--- src/rtl/exp_align_stage.sv ---
// exp_align_stage
//   Alignment stage that sits after the max-exponent tree in the MAC datapath.
//   Each of the LANES product significands is right-shifted by
//   (max_exp - exp_k), with guard/round/sticky bits appended. The result is
//   then converted to two's complement for the adder tree. The stage is a
//   two-deep valid/ready pipeline.
//
// Ports
//   i_clk, i_rst      clock; asynchronous active-high reset
//   i_valid / o_ready upstream handshake
//   i_max_exp         maximum product exponent from the tree
//   i_exp             packed product exponents, lane k at [6k+5:6k]
//   i_sign            product signs, one bit per lane
//   i_sig             packed unsigned product significands
//   o_valid / i_ready downstream handshake
//   o_aligned         packed two's-complement aligned lanes (ALIGN_WIDTH+1 each)
//   o_max_exp         exponent that travels with o_aligned
//   o_err             some lane had exp > max_exp in this transaction
//   o_number          static gate count of comparator, mux and shifter cells
module exp_align_stage #(
    parameter int FP16_exp_width = 5,
    parameter int SIG_WIDTH      = 22,
    parameter int LANES          = 9,
    parameter int ALIGN_WIDTH    = SIG_WIDTH + 3
) (
    input  logic                                   i_clk,
    input  logic                                   i_rst,
    input  logic                                   i_valid,
    output logic                                   o_ready,
    input  logic [FP16_exp_width:0]                i_max_exp,
    input  logic [LANES*(FP16_exp_width+1)-1:0]    i_exp,
    input  logic [LANES-1:0]                       i_sign,
    input  logic [LANES*SIG_WIDTH-1:0]             i_sig,
    output logic                                   o_valid,
    input  logic                                   i_ready,
    output logic [LANES*(ALIGN_WIDTH+1)-1:0]       o_aligned,
    output logic [FP16_exp_width:0]                o_max_exp,
    output logic                                   o_err,
    output logic [50:0]                            o_number
);

    localparam int EW  = FP16_exp_width + 1;   // exponent width
    localparam int DW  = EW + 1;               // signed difference width
    localparam int AW1 = ALIGN_WIDTH + 1;      // signed aligned lane width

    // Static cell inventory, per lane:
    //   comparators: DW-bit subtractor, range compare on diff, exponent zero detect
    //   shifter:     five mux levels across the magnitude plus the sticky OR chain
    //   muxes:       force-to-zero select and sign (negate) select
    localparam int unsigned CMP_PER_LANE = DW * 5 + DW + EW + 1;
    localparam int unsigned SHF_PER_LANE = ALIGN_WIDTH * 5 + ALIGN_WIDTH;
    localparam int unsigned MUX_PER_LANE = AW1 * 2;
    localparam int unsigned GATE_TOTAL   = LANES * (CMP_PER_LANE + SHF_PER_LANE + MUX_PER_LANE);

    assign o_number = 51'(GATE_TOTAL);

    // Stage 1 registers
    logic                          s1_valid_q;
    logic [EW-1:0]                 s1_max_q;
    logic [LANES*EW-1:0]           s1_exp_q;
    logic [LANES-1:0]              s1_sign_q;
    logic [LANES*SIG_WIDTH-1:0]    s1_sig_q;

    // Stage 2 registers
    logic                          s2_valid_q, s2_valid_d;
    logic [LANES*AW1-1:0]          s2_aligned_q, s2_aligned_d;
    logic [EW-1:0]                 s2_max_q;
    logic                          s2_err_q, s2_err_d;

    logic s1_valid_d;
    logic s1_load, s2_load;

    // Shift one lane right by (max_exp - exp); the bits that fall off the
    // bottom collapse into bit 0. The lane is then sign-converted.
    function automatic logic [AW1-1:0] align_lane(
        input logic [EW-1:0]        max_exp,
        input logic [EW-1:0]        exp_v,
        input logic                 sign,
        input logic [SIG_WIDTH-1:0] sig
    );
        logic [DW-1:0]          diff;
        logic [ALIGN_WIDTH-1:0] m;
        logic [ALIGN_WIDTH-1:0] mag;
        logic                   sticky;
        logic [AW1-1:0]         ext;
        diff   = {1'b0, max_exp} - {1'b0, exp_v};
        m      = {sig, 3'b000};
        sticky = 1'b0;
        for (int unsigned i = 0; i < ALIGN_WIDTH; i++) begin
            if (i < 32'(diff)) sticky = sticky | m[i];
        end
        if (32'(diff) >= ALIGN_WIDTH) begin
            mag    = '0;
            mag[0] = |sig;
        end else begin
            mag    = m >> diff;
            mag[0] = mag[0] | sticky;
        end
        // Zero products and negative differences contribute nothing.
        if (exp_v == '0 || diff[DW-1]) mag = '0;
        ext = {1'b0, mag};
        if (sign) ext = '0 - ext;
        return ext;
    endfunction

    assign o_ready = !s1_valid_q || !s2_valid_q || i_ready;
    assign s1_load = i_valid && o_ready;
    assign s2_load = s1_valid_q && (!s2_valid_q || i_ready);

    always_comb begin
        s1_valid_d   = s1_valid_q;
        s2_valid_d   = s2_valid_q;
        s2_aligned_d = '0;
        s2_err_d     = 1'b0;
        if (s1_load)      s1_valid_d = 1'b1;
        else if (s2_load) s1_valid_d = 1'b0;
        if (s2_load)      s2_valid_d = 1'b1;
        else if (i_ready) s2_valid_d = 1'b0;
        for (int unsigned k = 0; k < LANES; k++) begin
            s2_aligned_d[k*AW1 +: AW1] = align_lane(s1_max_q, s1_exp_q[k*EW +: EW],
                                                    s1_sign_q[k], s1_sig_q[k*SIG_WIDTH +: SIG_WIDTH]);
            if (s1_exp_q[k*EW +: EW] > s1_max_q) s2_err_d = 1'b1;
        end
    end

    always_ff @(posedge i_clk or posedge i_rst) begin
        if (i_rst) begin
            s1_valid_q   <= 1'b0;
            s1_max_q     <= '0;
            s1_exp_q     <= '0;
            s1_sign_q    <= '0;
            s1_sig_q     <= '0;
            s2_valid_q   <= 1'b0;
            s2_aligned_q <= '0;
            s2_max_q     <= '0;
            s2_err_q     <= 1'b0;
        end else begin
            s1_valid_q <= s1_valid_d;
            s2_valid_q <= s2_valid_d;
            if (s1_load) begin
                s1_max_q  <= i_max_exp;
                s1_exp_q  <= i_exp;
                s1_sign_q <= i_sign;
                s1_sig_q  <= i_sig;
            end
            if (s2_load) begin
                s2_aligned_q <= s2_aligned_d;
                s2_max_q     <= s1_max_q;
                s2_err_q     <= s2_err_d;
            end
        end
    end

    assign o_valid   = s2_valid_q;
    assign o_aligned = s2_aligned_q;
    assign o_max_exp = s2_max_q;
    assign o_err     = s2_err_q;

endmodule

--- config.mk ---
export PLATFORM = sky130hd
export DESIGN_NAME = exp_align_stage
export DESIGN_NICKNAME = d
export VERILOG_FILES = /design/src/rtl/exp_align_stage.sv
export SDC_FILE = /design/constraint.sdc
export NUM_CORES = 2
export LEC_CHECK = 0
export BUFFER_PORTS_ARGS = -buffer_cell sky130_fd_sc_hd__buf_2
export CELL_PAD_IN_SITES_DETAIL_PLACEMENT = 1
export CELL_PAD_IN_SITES_GLOBAL_PLACEMENT = 1
export CORE_MARGIN = 2
export CORE_UTILIZATION = 40
export CTS_CLUSTER_SIZE = 16
export DETAILED_ROUTE_END_ITERATION = 10
export HOLD_SLACK_MARGIN = 0.05
export PLACE_DENSITY = 0.82
export SETUP_SLACK_MARGIN = 0.02
export SLEW_MARGIN = 20
export SYNTH_ARGS = -nofsm -noshare
export SYNTH_HDL_FRONTEND = slang
export SYNTH_SLANG_ARGS = --single-unit
--- constraint.sdc ---
create_clock -name i_clk -period 30.8 [get_ports i_clk]
set_clock_uncertainty 0.05 [all_clocks]
set_input_delay 0 -clock i_clk [delete_from_list [all_inputs] [get_ports i_clk]]
set_output_delay 0 -clock i_clk [all_outputs]
set_load 0.1 [all_outputs]
==> summary.md <==
| Metric | Value |
|---|---|
| Synth area leaders | dfrtp_1 30%, mux2_2 9.8%, mux2i_1 6.7% |
| Number of synthesized register bits | 510 |
| Main synth FF type | dfrtp_1 |
| # rows | 119 |
| Initial core utilization | 0.4043 |
| Fmax achieved | 158.7 MHz |
| Register area share after synthesis | 0.2994 |
| Worst Path Class, Setup | flip-flop to flip-flop |
| Largest net degree at the start of global routing | 163 |
| Number of global-route vias before repair | 45250 |
| Unrepaired setup endpoints after global routing | false |
| Synth cell count leaders | 595 x nand2_1, 510 x dfrtp_1, 406 x o21ai_0 |
| Worst endpoint required time | 31.24 ns |
| Worst Setup End Kind | flip-flop |
| Root Driver | clkbuf_16 |
| Worst setup SP type | flip-flop |
| Run status | complete, no violations |
| GRT Overall Usage | 0.3221 |
| VDD IR max | 85.67 uV |
| Slew @ Worst Pin | 1.213 ns |
| Grt ovf | 0 |
| Die width | 330.4 um |
| Yosys top cell by area | dfrtp_1 |
| CTS H-Tree Depth | 3 |
| Final nets | 5976 |
| Syn_area_per_cell | 8.628 um^2 |
| Clk_lat worst skew | 0.67 ns |
| DP Area | 46200 um^2 |
| Avg WL per Cell | 25.68 um |
| Final WL | 182000 um |
| Worst R2R Path Depth | 20 |
| Post-Synthesis Cells | 4940 |
| Critical path's largest stage delay | 0.84 ns |
| Count leader, synth | nand2_1 |
| MaxCap Viol Count | 0 |
| Top Ports | 565 |
| Final setup viols | 0 |
| Cell mode on critical path | inv_1 |
| Period utilization | 0.2046 |
| Initial DRC count | 3847 |
| Worst hold path class | primary input to flip-flop |
| Clock slew at reported path FFs | 0.07 ns |
| Count of different cell masters after synthesis | 106 |
| HPWL Detailed | 121300 um |
| Setup Fix Bufs, Post-CTS | 0 |
| Placer Congestion | 0.9819 |
| Core Region | 105400 um^2 |
| Slew headroom | 0.1846 |
| Synth-to-Final Area Change | 22.31% |
| Leak Pwr | 22.61 nW |
| Die height | 330.4 um |
| Global-route wire length before repair | 275700 um |
| CP max FO | 14 |
| Post-route design area | 52130 um^2 |
| Share of layout cells above drive strength 1 | 0.2303 |
| # port buffers | 513 |
| Fin crit period | 6.301 ns |
| CTS sink count | 510 |
| Worst Hold Depth | 3 |
| Clk buf depth | 3 |
| Yosys top cell area share | 0.2994 |
| Setup_tns | 0 ns |
| 1st-pass router iterations | 5 |
| Ys Warns | 0 |
| Ys async rst share | 1.000 |
| Critical-path top delay cell | nor3_1 |
| Via count | 44030 |
| PwrDens | 118.5 nW/um^2 |
| Worst EP arrival | 6.74 ns |
| Max-slew violation count | 0 |
| Post-Syn Area | 42620 um^2 |
| Final Hold Vio Count | 0 |
| Filler instances | 12360 |
| Initial antenna violation count | 15 |
| Crit-path cells | inv_1 -> buf_4 -> ha_1 -> inv_1 -> fa_1 -> a21o_1 -> a21oi_1 -> xnor2_1 -> buf_4 -> nor3_1 -> a31oi_1 -> o41ai_1 -> a31o_2 -> ha_1 -> inv_1 -> o31ai_1 -> nand3_1 -> o21ai_0 -> xnor2_1 -> o21ai_0 |
| Routed vias/inst | 6.213 |
| CTS Buf Count | 67 |
| CTS tree | done |
| EDFF count, synth | 0 |
| Die area | 109200 um^2 |
| # DRC | 0 |
| Antenna viol nets, final | 0 |
[per-layer routing]
layer / global-route usage / up-vias / routed length [um]
met5: 0 / - / 78
met4: 0.1475 / 12 / 9555
met3: 0.05983 / 531 / 12640
met2: 0.5296 / 1934 / 85320
met1: 0.4107 / 22040 / 74420
li1: - / 19510 / -
[per-stage QoR]
stage / setup slack [ns] / hold slack (ns) / util / cells / total power, W
2_1_floorplan: 16.51 / 0.05837 / - / 4989 / 0.004123
6_report: 24.50 / 0.06505 / 0.4945 / 7087 / 0.006177
3_5_place_dp: 24.71 / 0.1576 / 0.4383 / 6606 / 0.005099
3_3_place_gp: 24.81 / 0.1400 / 0.4382 / 6606 / 0.005017
5_1_grt: 24.19 / 0.05802 / 0.4945 / 7085 / 0.006470
4_1_cts: 24.70 / 0.05004 / 0.4942 / 7078 / 0.006038
[cells in the final DEF, fill, tap and decap left out, drive strengths merged, types with 88 or more instances in the layout]
master,netlist,layout
a21oi,213,213
nor3,118,118
buf,127,599
o21ai,416,416
mux4,88,88
mux2,371,371
dfrtp,510,510
nor2,401,401
inv,117,124
xor2,92,92
nand2,596,596
xnor2,96,96
mux2i,285,285
dlygate4sd3,0,349
nand3,154,154
[kinds of logic after synthesis]
group           Yosys count  share of synthesized area
fa+ha+maj                73                    0.02296
mux                     744                     0.2116
other cells               2                  0.0001762
flops                   510                     0.2994
simple gates           1674                     0.1820
xor+xnor                188                    0.03925
compound gates         1257                     0.1931
buf+inv                 492                    0.05146
[cell type report]
class                      instances  area, um^2  share of cell area
antenna                            9       22.52           0.0004320
clock buffer                      87        1894             0.03634
clock inverter                    36       509.2            0.009768
inverter                         119       454.2            0.008712
multi-input combinational       3987       28020              0.5375
sequential                       510       12770              0.2450
tap                             1391        1740             0.03339
timing repair buffer             948        6719              0.1289
[worst max-delay path: cells and delay by family (launching register included)]
kind | cells | cell delay [ns]
AO/OA/AOI/OAI | 8 | 2.67
AND/OR/NAND/NOR | 2 | 1.09
adder cells (fa/ha/maj) | 3 | 0.94
buffers and inverters | 5 | 0.75
flip-flops | 1 | 0.37
XOR/XNOR | 2 | 0.27
[power by group]
group	internal, W	total (W)	leakage (nW)	switching (W)
Combinational	0.00120	0.00424	15.3	0.00303
Clock	0.000524	0.000880	1.16	0.000356
Sequential	0.000858	0.00106	6.19	0.000201
Total	0.00259	0.00618	22.6	0.00359
[path summary, 6_finish.rpt]
check                          startpoint        endpoint  slack (ns)
max in group asynchronous           i_rst     s1_sig_q[7]       27.91
setup / recovery              s1_max_q[0]   o_aligned[22]       24.50
hold / removal                  i_sig[96]    s1_sig_q[96]        0.07
min in group asynchronous           i_rst    s1_sig_q[82]        0.62
hold reg to reg            o_aligned[223]  o_aligned[223]        0.42
setup reg to reg              s1_max_q[0]   o_aligned[22]       24.50
[state kept, by name (all words and copies together), names as in the netlist]
signal      cells
s1_sig_q      198
s1_exp_q       54
s1_valid_q      1
s1_sign_q       9
o_valid         1
o_max_exp       6
o_aligned     234
o_err           1
s1_max_q        6
[timing repair]
item,in CTS,in global routing
hold buffers,349,0
resized for setup,0,0
hold endpoints to repair,367,0
Note: power is estimated with default switching activity, not from simulation.
